$ cat src/rtl/bit_serial_adder.sv
// bit_serial_adder
//   Adds two WIDTH-bit unsigned operands one bit per clock through a single
//   full-adder slice and a carry flop. A parallel operand pair is captured on
//   an accepted start; the parallel sum and carry-out are returned with a
//   one-cycle done strobe. A start in the done cycle begins a new operation
//   immediately (one result per WIDTH+1 cycles).
//
//   Optional feature (macro BIT_SERIAL_ADDER_OVF_EN): adds the registered
//   signed-overflow output ovf.
//
// Ports
//   clk    in   clock, rising edge
//   rst_n  in   asynchronous active-low reset
//   start  in   request an add (ignored while busy)
//   a, b   in   WIDTH-bit operands, captured on an accepted start
//   cin    in   carry-in, captured on an accepted start
//   busy   out  high while bits are being shifted through the slice
//   done   out  one-cycle pulse, result valid from this cycle
//   sum    out  WIDTH-bit registered result, held until the next done
//   cout   out  registered carry-out, held until the next done
//   ovf    out  (BIT_SERIAL_ADDER_OVF_EN only) two's-complement overflow
module bit_serial_adder #(
  parameter int WIDTH = 8
) (
  input  logic             clk,
  input  logic             rst_n,
  input  logic             start,
  input  logic [WIDTH-1:0] a,
  input  logic [WIDTH-1:0] b,
  input  logic             cin,
  output logic             busy,
  output logic             done,
  output logic [WIDTH-1:0] sum,
`ifdef BIT_SERIAL_ADDER_OVF_EN
  output logic             ovf,
`endif
  output logic             cout
);

  localparam int CW = (WIDTH > 1) ? $clog2(WIDTH) : 1;
  localparam logic [CW-1:0] LAST_BIT = CW'(WIDTH - 1);

  typedef enum logic [1:0] {
    IDLE  = 2'd0,
    SHIFT = 2'd1,
    DONE  = 2'd2
  } state_t;

  state_t           state_reg, state_next;
  logic [WIDTH-1:0] ra_reg, rb_reg;
  logic [WIDTH-1:0] acc_reg, acc_next;
  logic [CW-1:0]    cnt_reg;
  logic             c_reg, c_next;
  logic             s_bit;
  logic             load;
  logic             last;
  logic [WIDTH-1:0] sum_reg;
  logic             cout_reg;

  // Single full-adder slice on the LSBs of the operand shift registers.
  assign s_bit  = ra_reg[0] ^ rb_reg[0] ^ c_reg;
  assign c_next = (ra_reg[0] & rb_reg[0]) | (rb_reg[0] & c_reg) | (ra_reg[0] & c_reg);

  // New bit enters at the MSB so that after WIDTH shifts bit 0 sits at the LSB.
  assign acc_next = WIDTH'({s_bit, acc_reg} >> 1);

  always_comb begin
    state_next = state_reg;
    load       = 1'b0;
    last       = 1'b0;
    case (state_reg)
      IDLE: begin
        if (start) begin
          load       = 1'b1;
          state_next = SHIFT;
        end
      end
      SHIFT: begin
        if (cnt_reg == LAST_BIT) begin
          last       = 1'b1;
          state_next = DONE;
        end
      end
      DONE: begin
        if (start) begin
          load       = 1'b1;
          state_next = SHIFT;
        end else begin
          state_next = IDLE;
        end
      end
      default: state_next = IDLE;
    endcase
  end

  always_ff @(posedge clk or negedge rst_n) begin
    if (!rst_n) begin
      state_reg <= IDLE;
    end else begin
      state_reg <= state_next;
    end
  end

  always_ff @(posedge clk or negedge rst_n) begin
    if (!rst_n) begin
      ra_reg   <= '0;
      rb_reg   <= '0;
      acc_reg  <= '0;
      cnt_reg  <= '0;
      c_reg    <= 1'b0;
      sum_reg  <= '0;
      cout_reg <= 1'b0;
    end else begin
      if (load) begin
        ra_reg  <= a;
        rb_reg  <= b;
        acc_reg <= '0;
        cnt_reg <= '0;
        c_reg   <= cin;
      end else if (state_reg == SHIFT) begin
        ra_reg  <= ra_reg >> 1;
        rb_reg  <= rb_reg >> 1;
        acc_reg <= acc_next;
        cnt_reg <= cnt_reg + CW'(1);
        c_reg   <= c_next;
      end
      if (last) begin
        sum_reg  <= acc_next;
        cout_reg <= c_next;
      end
    end
  end

`ifdef BIT_SERIAL_ADDER_OVF_EN
  logic ovf_reg;

  // On the last slice c_reg is the carry into the MSB and c_next the carry out.
  always_ff @(posedge clk or negedge rst_n) begin
    if (!rst_n) begin
      ovf_reg <= 1'b0;
    end else if (last) begin
      ovf_reg <= c_reg ^ c_next;
    end
  end

  assign ovf = ovf_reg;
`endif

  // Decoded straight from the state register, so no input reaches these.
  assign busy = (state_reg == SHIFT);
  assign done = (state_reg == DONE);
  assign sum  = sum_reg;
  assign cout = cout_reg;

endmodule

$ cat config.mk
export PLATFORM = sky130hd
export DESIGN_NAME = bit_serial_adder
export DESIGN_NICKNAME = d
export VERILOG_FILES = /design/src/rtl/bit_serial_adder.sv
export SDC_FILE = /design/constraint.sdc
export NUM_CORES = 1
export LEC_CHECK = 0
export ABC_AREA = 1
export CAP_MARGIN = 30
export CORE_AREA = 2 2 65 67
export DETAILED_ROUTE_END_ITERATION = 10
export DIE_AREA = 0 0 67 69
export HOLD_SLACK_MARGIN = 0.12
export PLACE_DENSITY = 0.72
export SYNTH_ARGS = -nofsm -noshare
export SYNTH_HDL_FRONTEND = slang
export SYNTH_SLANG_ARGS = --single-unit
$ cat constraint.sdc
create_clock -name clk -period 1.1 [get_ports clk]
set_clock_uncertainty 0.1 [all_clocks]
set_input_delay 0.22 -clock clk [delete_from_list [all_inputs] [get_ports clk]]
set_output_delay 0.22 -clock clk [all_outputs]
set_load 0.01 [all_outputs]
==> impl_metrics.py <==
metrics = {
    "outcome": {
        "outcome": "complete, but fails checks",
        "violations": "setup timing",
    },
    "place": {
        "io_buffers": 30,
        "place_hpwl_um": 2320,
        "finalWeightedCongestion": 0.801,
        "placed_cell_area_um2": 2220,
    },
    "setup_path": {
        "crit_required_ns": 1.22,
        "critPathKind": "flop to flop",
        "cp_max_fo": 8,
        "cp-end-kind": "flop",
        "start_kind": "flop",
        "arrival_ns": 1.55,
    },
    "drt": {
        "wl_per_cell_um": 16.5,
        "drtPass1Iterations": 4,
        "num_vias": 1621,
        "drt-initial-drc-count": 74,
        "drc": 0,
        "viasPerCell": 5.23,
        "totalWireLength_um": 5110,
        "ant_nets": 0,
    },
    "final_layout": {
        "fillers": 251,
        "stdcell_area_um2": 2910,
        "drive_gt1_share_pct": 48.1,
        "post-route-util_pct": 74.4,
        "nets": 283,
        "area_growth_pct": 63.2,
        "antenna_cells": 0,
    },
    "power_and_ir_drop": {
        "ir_drop_uv": 1350,
        "leakage_uw": 0.00140,
        "seq_power_share_pct": 30.5,
        "power_frac_comb_pct": 58.9,
        "p_sw_share_pct": 40.7,
        "switchingPower_uw": 3500,
        "intPower_uw": 5090,
        "clockPowerShare_pct": 10.6,
        "p_per_area_nw_per_um2": 2950,
    },
    "clock_network": {
        "cts_num_sinks": 38,
        "clk_path_buf_depth": 2,
        "htreeDepth": 2,
        "clkSlewWorstSetupHoldPaths_ns": 0.08,
        "clk_latency_ns": 0.29,
        "numCtsBuffers": 5,
        "cts_tree": "done",
        "root_buffer": "clkbuf_8",
        "cts_hold_buffers": 0,
    },
    "global_routing": {
        "antenna_found_initial": 0,
        "grt_pass1_vias": 1502,
        "met2_usage_pct": 32.5,
        "grt_pass1_wl_um": 7170,
        "grt.overflow.total": 0,
        "grt_max_degree": 39,
        "grtUsageTotal_pct": 20.4,
        "grt_busiest_layer": "met2",
        "grt_use_met1_pct": 27.5,
        "globalRouteMet3Util_pct": 3.10,
    },
    "sta": {
        "worst_pin_slew_ns": 0.611,
        "fin_crit_sh_pct": 130,
        "setup_ws_ns": -0.326,
        "slew_headroom_pct": 59.3,
        "final.setup.tns_ns": -11.28,
        "setup_viol_count_final": 49,
        "finalMaxSlewViolations": 0,
        "clock.fmax_mhz": 701,
        "timing.final.crit_period_ns": 1.43,
        "hold_viol_final": 0,
        "rsz0062_at_grt": "true",
    },
    "logic_synthesis": {
        "async_flop_share_pct": 100,
        "synth_area_um2": 1780,
        "yosys.area.top_type": "dfrtp_1",
        "ys_seq_area_share_pct": 53.3,
        "synth-main-ff-cell": "dfrtp_1",
        "avgSynthCellArea_um2": 9.06,
        "ys_seq_elements": 38,
        "yosys_warnings": 0,
        "synth_nets": 220,
        "synth.top_cells.by_count": "87 x nand2_1, 38 x dfrtp_1, 32 x nand3_1, 10 x nand3_2, 6 x inv_1",
        "synth_edf_count": 0,
        "yosysTopAreaCellShare_pct": 53.3,
        "synth_area_leaders": "dfrtp_1 53%, nand2_1 18%, nand3_1 9.0%",
        "syn_inst": 197,
        "synth.most_common_cell": "nand2_1",
        "ys_types": 18,
    },
    "floorplanning": {
        "initial_utilization_pct": 45.6,
        "die_w_um": 67,
        "rows": 23,
        "dieArea_um2": 4620,
        "io_pins": 31,
        "coreArea_um2": 3910,
        "die_h_um": 69,
    },
    "hold_path": {
        "hp-class": "input pin to asynchronous set/reset pin",
    },
    "job": {
        "cap_violations": 0,
    },
}
[cell type report]
cell class / instances / area (µm²) / share of cell area (%)
Clock inverter: 2 / 10.0 / 0.344
Tap cell: 50 / 62.6 / 2.15
Inverter: 8 / 35.0 / 1.20
Timing Repair Buffer: 62 / 722 / 24.8
Multi-Input combinational cell: 145 / 1060 / 36.5
Sequential cell: 38 / 951 / 32.7
Clock buffer: 5 / 68.8 / 2.36
[worst paths after layout]
path,from,to,slack [ns],depth (start not counted)
worst max-delay path,state_reg[0],rb_reg[1],-0.33,7
worst min-delay path,rst_n,state_reg[0],0.20,2
worst max register to register,state_reg[0],rb_reg[1],-0.33,7
worst min register to register,sum[4],sum[4],0.40,2
max in group asynchronous,rst_n,cnt_reg[0],0.50,2
min in group clk,b[7],rb_reg[7],0.38,3
[power by group through the flow]
stage	logic, µW	clock network [µW]	registers (µW)
after global routing	5410	984	2690
after detailed placement	2890	0	2490
final	5060	911	2620
after floorplan	1870	0	2490
after CTS	3610	912	2450
after global placement	2830	0	2480
[layout by cell type, fill, tap and decap left out, drive strengths merged]
master         count
nor2               5
clkinv             2
ha                 2
dfrtp             38
clkbuf             8
buf               40
clkdlybuf4s50     18
nand3             42
clkdlybuf4s15      1
o21ai              2
fa                 1
nand2             93
inv                8
[cell families (layout without fill, tap and decap cells)]
group	Yosys count	in the layout	share of synthesized area, %
AOI/OAI and AO/OA	2	2	0.560
buffers and inverters	18	77	7.29
DFF	38	38	53.3
and+or+nand+nor	136	140	36.3
adders and majority gates	3	3	2.52
[stage by stage]
stage / power [µW] / hold slack [ns] / worst slack (ns) / cells
floorplan: 4360 / -0.176 / -0.0796 / 197
global placement: 5310 / 0.365 / -0.381 / 282
detailed placement: 5380 / 0.364 / -0.382 / 282
CTS: 6970 / 0.215 / -0.263 / 300
global route: 9090 / 0.217 / -0.366 / 310
finish: 8590 / 0.203 / -0.326 / 310
[timing repair]
| item | in CTS | in global routing |
|---|---|---|
| gates cloned | 6 | 4 |
| gates resized for setup | 61 | 67 |
| endpoints found under the setup margin | 49 | 49 |
| pin swaps | 3 | 31 |
| endpoints found under the hold margin | 0 | 0 |
| setup buffers | 5 | 6 |
[worst max-delay path, stage by stage (launching register included)]
cell	delay (ns)
dfrtp_1	0.41
buf_6	0.14
buf_4	0.13
buf_6	0.12
nand2_8	0.14
clkbuf_16	0.17
nand3_2	0.07
nand3_2	0.08
[per-layer routing]
metal / share of wire (%) / vias up
met4: 1.7 / 0
met3: 2.2 / 8
met1: 44 / 829
li1: - / 757
met5: 0 / -
met2: 52 / 27
Note: power is estimated with default switching activity, not from simulation.
